`config.mk`:
```
export PLATFORM = sky130hd
export DESIGN_NAME = imm_narrow16_to_4
export DESIGN_NICKNAME = d
export VERILOG_FILES = /design/src/rtl/kurm_imm_pkg.sv /design/src/rtl/imm_fit_check.sv /design/src/rtl/imm_narrow16_to_4.sv
export SDC_FILE = /design/constraint.sdc
export NUM_CORES = 1
export LEC_CHECK = 0
export ABC_AREA = 1
export BUFFER_PORTS_ARGS = -buffer_cell sky130_fd_sc_hd__buf_2
export CORE_ASPECT_RATIO = 0.9
export CORE_UTILIZATION = 30
export CTS_CLUSTER_SIZE = 12
export DETAILED_ROUTE_END_ITERATION = 12
export PLACE_DENSITY = 0.55
export SLEW_MARGIN = 5
export SYNTH_ARGS = -nofsm -noshare
export SYNTH_HDL_FRONTEND = slang
export SYNTH_SLANG_ARGS = --single-unit
```
`constraint.sdc`:
```
create_clock -name clk -period 3.39 [get_ports clk]
set_input_delay 0.1695 -clock clk [delete_from_list [all_inputs] [get_ports clk]]
set_output_delay 0.1695 -clock clk [all_outputs]
set_load 0.01 [all_outputs]
```
`src/rtl/kurm_imm_pkg.sv`:
```
// Shared constants and types for the KURM immediate narrowing/extension path.
// Imported by the fit checker and the 16->4 narrower.
package kurm_imm_pkg;

    localparam int unsigned IMM_IN_W  = 16;
    localparam int unsigned IMM_OUT_W = 4;
    localparam int unsigned IMM_CNT_W = 8;
    localparam int unsigned NIB_LONG  = 4;

    // Wide enough to count down the remaining nibbles of a long-form operand.
    localparam int unsigned IMM_REM_W = 2;

    typedef enum logic {
        StIdle = 1'b0,
        StEmit = 1'b1
    } imm_state_e;

endpackage

```
`src/rtl/imm_fit_check.sv`:
```
// Combinational short-form test: a value fits the narrow immediate when it survives
// sign extension from OUT_W bits unchanged.
module imm_fit_check
    import kurm_imm_pkg::*;
#(
    parameter int unsigned IN_W  = IMM_IN_W,
    parameter int unsigned OUT_W = IMM_OUT_W
) (
    input  logic [IN_W-1:0] data_i,
    output logic            fits_o
);

    // Everything from the narrow sign bit upward must be a copy of that sign bit.
    logic [IN_W-OUT_W:0] upper;
    logic                unused_low;

    assign upper      = data_i[IN_W-1:OUT_W-1];
    assign unused_low = ^data_i[OUT_W-2:0];
    assign fits_o     = (upper == '0) || (upper == '1);

endmodule

```
`src/rtl/imm_narrow16_to_4.sv`:
```
// Narrows a 16-bit operand into a stream of 4-bit immediate nibbles: one nibble when the
// value sign-extends back unchanged, otherwise four nibbles MSB first.
module imm_narrow16_to_4
    import kurm_imm_pkg::*;
#(
    parameter int unsigned IN_W  = IMM_IN_W,
    parameter int unsigned OUT_W = IMM_OUT_W,
    parameter int unsigned CNT_W = IMM_CNT_W
) (
    input  logic             clk,
    input  logic             rst_n,
    input  logic             in_valid,
    output logic             in_ready,
    input  logic [IN_W-1:0]  in_data,
    output logic             out_valid,
    input  logic             out_ready,
    output logic [OUT_W-1:0] out_nibble,
    output logic             out_first,
    output logic             out_last,
    output logic             out_fits,
    output logic [CNT_W-1:0] short_cnt,
    output logic [CNT_W-1:0] long_cnt
);

    imm_state_e           state_q, state_d;
    logic [IN_W-1:0]      shift_q, shift_d;
    logic [IMM_REM_W-1:0] rem_q, rem_d;
    logic                 first_q, first_d;
    logic                 fits_q, fits_d;
    logic [CNT_W-1:0]     short_cnt_q, short_cnt_d;
    logic [CNT_W-1:0]     long_cnt_q, long_cnt_d;

    logic in_fits;
    logic accept;
    logic out_hs;
    logic last_nib;

    imm_fit_check #(
        .IN_W  (IN_W),
        .OUT_W (OUT_W)
    ) u_fit_check (
        .data_i (in_data),
        .fits_o (in_fits)
    );

    assign accept   = in_valid && (state_q == StIdle);
    assign out_hs   = out_ready && (state_q == StEmit);
    assign last_nib = (rem_q == '0);

    always_comb begin
        state_d     = state_q;
        shift_d     = shift_q;
        rem_d       = rem_q;
        first_d     = first_q;
        fits_d      = fits_q;
        short_cnt_d = short_cnt_q;
        long_cnt_d  = long_cnt_q;

        unique case (state_q)
            StIdle: begin
                if (accept) begin
                    state_d = StEmit;
                    first_d = 1'b1;
                    fits_d  = in_fits;
                    if (in_fits) begin
                        // Park the single nibble where the long form would put its first one.
                        shift_d = {in_data[OUT_W-1:0], {(IN_W-OUT_W){1'b0}}};
                        rem_d   = '0;
                        if (short_cnt_q != '1) begin
                            short_cnt_d = short_cnt_q + 1'b1;
                        end
                    end else begin
                        shift_d = in_data;
                        rem_d   = IMM_REM_W'(NIB_LONG - 1);
                        if (long_cnt_q != '1) begin
                            long_cnt_d = long_cnt_q + 1'b1;
                        end
                    end
                end
            end
            StEmit: begin
                if (out_hs) begin
                    first_d = 1'b0;
                    if (last_nib) begin
                        state_d = StIdle;
                    end else begin
                        shift_d = {shift_q[IN_W-OUT_W-1:0], {OUT_W{1'b0}}};
                        rem_d   = rem_q - 1'b1;
                    end
                end
            end
            default: begin
                state_d = StIdle;
            end
        endcase
    end

    always_ff @(posedge clk or negedge rst_n) begin
        if (!rst_n) begin
            state_q     <= StIdle;
            shift_q     <= '0;
            rem_q       <= '0;
            first_q     <= 1'b0;
            fits_q      <= 1'b0;
            short_cnt_q <= '0;
            long_cnt_q  <= '0;
        end else begin
            state_q     <= state_d;
            shift_q     <= shift_d;
            rem_q       <= rem_d;
            first_q     <= first_d;
            fits_q      <= fits_d;
            short_cnt_q <= short_cnt_d;
            long_cnt_q  <= long_cnt_d;
        end
    end

    assign in_ready   = (state_q == StIdle);
    assign out_valid  = (state_q == StEmit);
    assign out_nibble = shift_q[IN_W-1 -: OUT_W];
    assign out_first  = out_valid && first_q;
    assign out_last   = out_valid && last_nib;
    assign out_fits   = fits_q;
    assign short_cnt  = short_cnt_q;
    assign long_cnt   = long_cnt_q;

endmodule

```
==> impl_metrics.tcl, run 1 <==
set metrics [dict create \
    status "finished with violations" \
    violations_in_the_final_reports "hold timing" \
    total_power_mw 1.45 \
    timing.slew.headroom_pct 43.8 \
    setup_slack_on_the_worst_flop_to_flop_path_ns 1.19 \
    antenna_violations_before_repair 0 \
    synth_enable_flop_cells 0 \
    critical_path.reg2reg.endpoint "rem_q[0]$_DFFE_PN0P_" \
    timing_max_transition_violations_final 0 \
    clock_path_buffers 2 \
    synth_sequential_area_ratio_pct 45.3 \
    most_common_cell_after_layout_fill_and_taps_aside "sky130_fd_sc_hd__nand2_1" \
    power.density_nw_per_um2 612 \
    design.final.nets 323 \
    worst_ep_arrival_time_ns 2.37 \
    timing.critical_path.from_type "register" \
    largest_voltage_drop_on_the_vdd_net_mv 0.225 \
    input_output_buffers 44 \
    dp_hpwl_mm 3.28 \
    synth_area_um2 2040 \
    first_pass_iters 6 \
    post_drt_via_cell_ratio 4.45 \
    floorplan.initialDensity_pct 31.0 \
    hold_ws_ns -0.0119 \
    dieArea_um2 7150 \
    detail_route.wl_per_cell_um 11.6 \
    drive_above_1_share_pct 20.3 \
    setup_tns_ns 0 \
    yosys.cell_types.count 28 \
    power.static_leakage_nw 1.19 \
    cts_resized 0 \
    cts_tree "yes" \
    io_pins 45 \
    n_antenna_cell 0 \
    cts_hold_buf 0 \
    r2r_cells 6 \
    critical_path_class "register to register" \
    yosys_warnings 0 \
    cts.repair_timing.setup_buffer_count 0 \
    syn-mean-instance-area_um2 7.80 \
    synth_cells 262 \
    core-area_um2 6590 \
    postRouteAntennaNets 0 \
    global_route.usage.total_pct 13.8 \
    place_congestion 0.735 \
    top_library_cells_by_usage_in_the_layout_fill_and_taps_aside "66 x sky130_fd_sc_hd__nand2_1, 44 x sky130_fd_sc_hd__buf_2, 37 x sky130_fd_sc_hd__dfrtp_1, 28 x sky130_fd_sc_hd__inv_1, 28 x sky130_fd_sc_hd__nor2_1" \
    max_freq_ghz 0.454 \
    die_w_um 89.0 \
    fp.dieH_um 80.3 \
    period_minus_slack_ns 2.20 \
    via_count 1735 \
    grt_max_degree 38 \
    finalSetupViolCount 0 \
    fin_worst_skew_ns 0.00798 \
    clkLatencyLatePin_ns 0.28 \
    num_rows 28 \
    grt_setup_unrepaired "no" \
    detail_route.drc_violations 0 \
    hold_viol_final 7 \
    clkSlewWorstSetupHoldPaths_ns 0.07 \
    post-route-period-util_pct 65.0 \
    setup.worst_path.end_class "register" \
    synth_async_sr_flop_share_pct 100 \
    drt-total-wl_mm 4.54 \
    synth_fp_nets 285 \
    cts.sink_count 37 \
    cts_inserted_buffers 5 \
    cts_root_buf "sky130_fd_sc_hd__clkbuf_8" \
    dr.first_iter.drc_count 73 \
    worstHoldPathType "input port to asynchronous set/reset pin" \
    worstPathMaxFanout 20 \
    worstReg2RegStart "out_valid$_DFF_PN0_" \
    ys_ff_latch 37 \
    htree_levels 2 \
    maxCapViolCount 0 \
    finalCoreUtilization_pct 36.0 \
    cp.required_ns 3.55 \
    synth_ff_type "sky130_fd_sc_hd__dfrtp_1" \
    grt_overflow 0 \
    grt_first_pass_wirelength_mm 7.49 \
    tightest_slew_ns 0.842 \
    first_global_vias 1527 \
    area_growth_syn_to_layout_pct 15.9 \
]
registers in the layout, indices dropped and copies added, names as in the netlist:
| name | cells |
|---|---|
| first_q | 1 |
| out_fits | 1 |
| shift_q | 16 |
| long_cnt | 8 |
| out_valid | 1 |
| rem_q | 2 |
| short_cnt | 8 |
area by class of cell:
class                      instances  area (um2)
timing repair buffer              44         220
inverter                          31         119
clock buffer                       7        86.3
tap                               90         113
multi-input combinational        181         905
fill                             739        4220
sequential                        37         926
synth_stat cells (2+ instances only):
cell type	count	share of area [%]
sky130_fd_sc_hd__nand2_1	66	12
sky130_fd_sc_hd__dfrtp_1	37	45
sky130_fd_sc_hd__inv_1	28	5.1
sky130_fd_sc_hd__nor2_1	28	5.1
sky130_fd_sc_hd__a21oi_1	24	5.9
sky130_fd_sc_hd__nand3_1	20	4.9
sky130_fd_sc_hd__buf_4	7	2.6
sky130_fd_sc_hd__o21ai_1	7	1.7
sky130_fd_sc_hd__xnor2_1	7	3.0
sky130_fd_sc_hd__xor2_1	6	2.6
sky130_fd_sc_hd__o21ai_0	5	1.2
sky130_fd_sc_hd__buf_2	3	0.73
sky130_fd_sc_hd__ha_1	3	1.8
sky130_fd_sc_hd__nor2_2	3	0.92
sky130_fd_sc_hd__buf_6	2	1.1
sky130_fd_sc_hd__inv_2	2	0.37
sky130_fd_sc_hd__nand2_2	2	0.61
sky130_fd_sc_hd__o22a_1	2	0.86
stage by stage:
step / instances / cell area, um2 / hold slack [ns] / worst slack, ns
after global placement: 383 / 2280 / 0.335 / 1.20
final: 390 / 2370 / -0.0119 / 1.19
after CTS: 390 / 2370 / 0.0296 / 1.21
after detailed placement: 383 / 2280 / 0.334 / 1.22
after global routing: 390 / 2370 / 0.0600 / 0.944
after floorplan: 262 / 2040 / -0.126 / 1.85
per-layer routing:
layer,global-route usage [%],up-vias,part of all wire [%],wire [um]
li1,-,897,-,-
met1,20.1,795,50,2280
met2,20.8,41,45,2060
met3,2.67,2,4.0,182
met4,3.81,0,0.57,26
met5,0,-,0,0
how the worst max path moves through the flow:
stage                                 start                       to  slack [ns]  cells after the start
CTS                     out_valid$_DFF_PN0_     rem_q[0]$_DFFE_PN0P_        1.21                      6
finish                  out_valid$_DFF_PN0_     rem_q[0]$_DFFE_PN0P_        1.19                      6
global placement        out_valid$_DFF_PN0_     rem_q[1]$_DFFE_PN0P_        1.20                      6
floorplan           long_cnt[0]$_DFFE_PN0P_  long_cnt[5]$_DFFE_PN0P_        1.85                     10
global route            out_valid$_DFF_PN0_  long_cnt[6]$_DFFE_PN0P_        0.94                      3
detailed placement      out_valid$_DFF_PN0_     rem_q[0]$_DFFE_PN0P_        1.22                      6
critical path: stages, from the launching register on:
cell and delay (ns):
sky130_fd_sc_hd__dfrtp_1 0.81, sky130_fd_sc_hd__inv_4 0.15, sky130_fd_sc_hd__nand2_2 0.14, sky130_fd_sc_hd__inv_2 0.07, sky130_fd_sc_hd__a21oi_4 0.40, sky130_fd_sc_hd__inv_2 0.27, sky130_fd_sc_hd__o22a_1 0.26
report_power, final:
| part | internal (mW) | switching (mW) |
|---|---|---|
| Sequential | 0.560 | 0.0958 |
| Combinational | 0.183 | 0.298 |
| Clock | 0.162 | 0.152 |
kinds of logic (layout without fill, tap and decap cells):
group / count (synthesis) / in the layout / share of synthesized area [%]
xor+xnor: 13 / 13 / 5.57
flops: 37 / 37 / 45.3
buf+inv: 44 / 82 / 10.4
fa+ha+maj: 3 / 3 / 1.84
simple gates: 125 / 125 / 26.1
compound gates: 40 / 40 / 10.8
No activity file was read; power rests on OpenSTA's default activity.
==> run 2, diff against run 1 <==
--- a/config.mk
+++ b/config.mk
@@ -11,7 +11,7 @@
 export CORE_UTILIZATION = 30
 export CTS_CLUSTER_SIZE = 12
 export DETAILED_ROUTE_END_ITERATION = 12
-export PLACE_DENSITY = 0.55
+export PLACE_DENSITY = 0.57
 export SLEW_MARGIN = 5
 export SYNTH_ARGS = -nofsm -noshare
 export SYNTH_HDL_FRONTEND = slang
==> constraint.sdc (replaced) <==
create_clock -name clk -period 1.9 [get_ports clk]
set_input_delay 0.095 -clock clk [delete_from_list [all_inputs] [get_ports clk]]
set_output_delay 0.095 -clock clk [all_outputs]
set_load 0.01 [all_outputs]
==> impl_metrics.tcl, run 2 (synthesized netlist as in run 1, its figures left out) <==
set metrics [dict create \
    clkLatencyLatePin_ns 0.29 \
    final_critical_path_setup_slack_ns 0.261 \
    cts_tree "yes" \
    antenna_violations_before_repair 0 \
    largest_register_ff_count 16 \
    max_freq_ghz 0.610 \
    area_growth_syn_to_layout_pct 20.3 \
    cp.required_ns 2.07 \
    postRouteAntennaNets 0 \
    dp_hpwl_mm 3.27 \
    first_pass_iters 4 \
    htree_levels 2 \
    input_output_buffers 44 \
    grt_setup_unrepaired "no" \
    fp.dieH_um 80.3 \
    total_power_mw 2.86 \
    met2_length_mm 2.08 \
    design.final.nets 328 \
    cts_root_buf "sky130_fd_sc_hd__clkbuf_8" \
    via_count 1766 \
    clock_path_buffers 2 \
    timing.critical_path.from_type "register" \
    grt_overflow 0 \
    drt-total-wl_mm 4.39 \
    hold_viol_final 0 \
    largest_voltage_drop_on_the_vdd_net_mv 0.460 \
    worst_ep_arrival_time_ns 1.81 \
    period_minus_slack_ns 1.64 \
    critical_path.reg2reg.endpoint "long_cnt[5]$_DFFE_PN0P_" \
    global_route.usage.total_pct 13.3 \
    setup_tns_ns 0 \
    post-route-period-util_pct 86.2 \
    clkSlewWorstSetupHoldPaths_ns 0.08 \
    critical_path_class "register to register" \
    core-area_um2 6590 \
    first_global_vias 1601 \
    largest-register "shift_q" \
    maxCapViolCount 0 \
    num_rows 28 \
    floorplan.initialDensity_pct 31.0 \
    finalSetupViolCount 0 \
    io_pins 45 \
    most_common_cell_after_layout_fill_and_taps_aside "sky130_fd_sc_hd__nand2_1" \
    power.static_leakage_nw 1.24 \
    r2r_cells 9 \
    n_antenna_cell 0 \
    routed-wl-met3_um 185 \
    wl_met1_mm 2.11 \
    grt_first_pass_wirelength_mm 7.26 \
    post-place-ws_ns 0.180 \
    place_congestion 0.774 \
    dieArea_um2 7150 \
    dr.first_iter.drc_count 86 \
    cellInternalPower_mw 1.89 \
    setup_slack_on_the_worst_flop_to_flop_path_ns 0.26 \
    timing_max_transition_violations_final 0 \
    fin_worst_skew_ns 0.00686 \
    drive_above_1_share_pct 22.2 \
    top_library_cells_by_usage_in_the_layout_fill_and_taps_aside "65 x sky130_fd_sc_hd__nand2_1, 44 x sky130_fd_sc_hd__buf_2, 37 x sky130_fd_sc_hd__dfrtp_1, 28 x sky130_fd_sc_hd__inv_1, 28 x sky130_fd_sc_hd__nor2_1" \
    tightest_slew_ns 0.823 \
    grt_max_degree 38 \
    cts.sink_count 37 \
    combinationalPowerShare_pct 32.5 \
    worstReg2RegStart "long_cnt[0]$_DFFE_PN0P_" \
    detail_route.drc_violations 0 \
    die_w_um 89.0 \
    critical_path.startpoint "long_cnt[0]$_DFFE_PN0P_" \
    timing.slew.headroom_pct 45.2 \
    worstHoldPathType "input port to register" \
    p_seq_share_pct 39.3 \
    critPathCapture "long_cnt[5]$_DFFE_PN0P_" \
    detail_route.wl_per_cell_um 11.1 \
    cts_inserted_buffers 5 \
    clock_power_share_pct 28.1 \
    status "complete, no violations" \
    final.fill_count 731 \
    power.switching_fraction_pct 34.0 \
    worstPathMaxFanout 11 \
    switchingPower_mw 0.973 \
    route.top_layer_used "met4" \
    post_drt_via_cell_ratio 4.46 \
    power.density_nw_per_um2 1160 \
    setup.worst_path.end_class "register" \
]
[run 2: cell types whose count changed in the layout (fill, tap and decap cells not counted), sizes merged]
| cell | change |
|---|---|
| bufinv | +2 |
| dlygate4sd3 | +1 |
| buf | +4 |
| clkbuf | -2 |
| clkinv | +1 |
[run 2: through the flow]
| step | util (%) | hold WS (ns) | std cells | cell area (um2) |
|---|---|---|---|---|
| finish | 37.3 | 0.0509 | 396 | 2460 |
| global placement | 35.1 | 0.262 | 387 | 2310 |
| floorplan | - | -0.201 | 262 | 2040 |
| detailed placement | 35.1 | 0.254 | 387 | 2310 |
| global route | 37.3 | 0.0451 | 396 | 2460 |
| CTS | 37.3 | 0.0434 | 396 | 2460 |
[run 2: power by group through the flow]
| stage | clock network, mW | logic (mW) | registers (mW) |
|---|---|---|---|
| floorplan | 0 | 0.752 | 1.12 |
| detailed placement | 0 | 0.942 | 1.14 |
| finish | 0.806 | 0.931 | 1.13 |
| CTS | 0.835 | 0.949 | 1.13 |
| global placement | 0 | 0.931 | 1.13 |
| global route | 0.866 | 1.06 | 1.16 |
[run 2: worst min path at each step]
stage | cells past startpoint | end | startpoint
final | 3 | shift_q[1]$_DFFE_PN0P_ | in_data[1]
after global routing | 3 | shift_q[2]$_DFFE_PN0P_ | in_data[2]
after CTS | 3 | shift_q[1]$_DFFE_PN0P_ | in_data[1]
after detailed placement | 1 | long_cnt[5]$_DFFE_PN0P_ | rst_n
after global placement | 1 | long_cnt[6]$_DFFE_PN0P_ | rst_n
after floorplan | 0 | first_q$_DFFE_PN0P_ | rst_n
[run 2: area by class of cell]
type | instances | area (um2) | area share [%]
clock inverters | 3 | 65.1 | 2.65
multi-input cells | 181 | 907 | 36.9
well taps | 90 | 113 | 4.58
clock buffers | 5 | 68.8 | 2.80
flip-flops and latches | 37 | 926 | 37.7
inverters | 31 | 119 | 4.83
repair buffers | 49 | 260 | 10.6
[run 2: worst max-delay path: stages (launching register included)]
cell and delay (ns):
sky130_fd_sc_hd__dfrtp_1 0.43, sky130_fd_sc_hd__ha_1 0.24, sky130_fd_sc_hd__inv_1 0.06, sky130_fd_sc_hd__nor2_1 0.06, sky130_fd_sc_hd__nand3_1 0.10, sky130_fd_sc_hd__nor2_1 0.07, sky130_fd_sc_hd__nor2_2 0.21, sky130_fd_sc_hd__nand2_2 0.19
sky130_fd_sc_hd__nand2_1 0.09, sky130_fd_sc_hd__o21ai_0 0.08
[run 2: repair_timing]
action | 4_1_cts | 5_1_grt
hold endpoints to repair | 37 | 0
gates resized for setup | 0 | 1
setup buffers | 0 | 0
endpoints found under the setup margin | 0 | 5
hold buffers | 1 | 0
[run 2: layer usage]
layer	vias to the layer above	GRT usage [%]
li1	910	-
met1	826	17.5
met2	28	21.0
met3	2	2.88
met4	0	5.24
met5	-	0
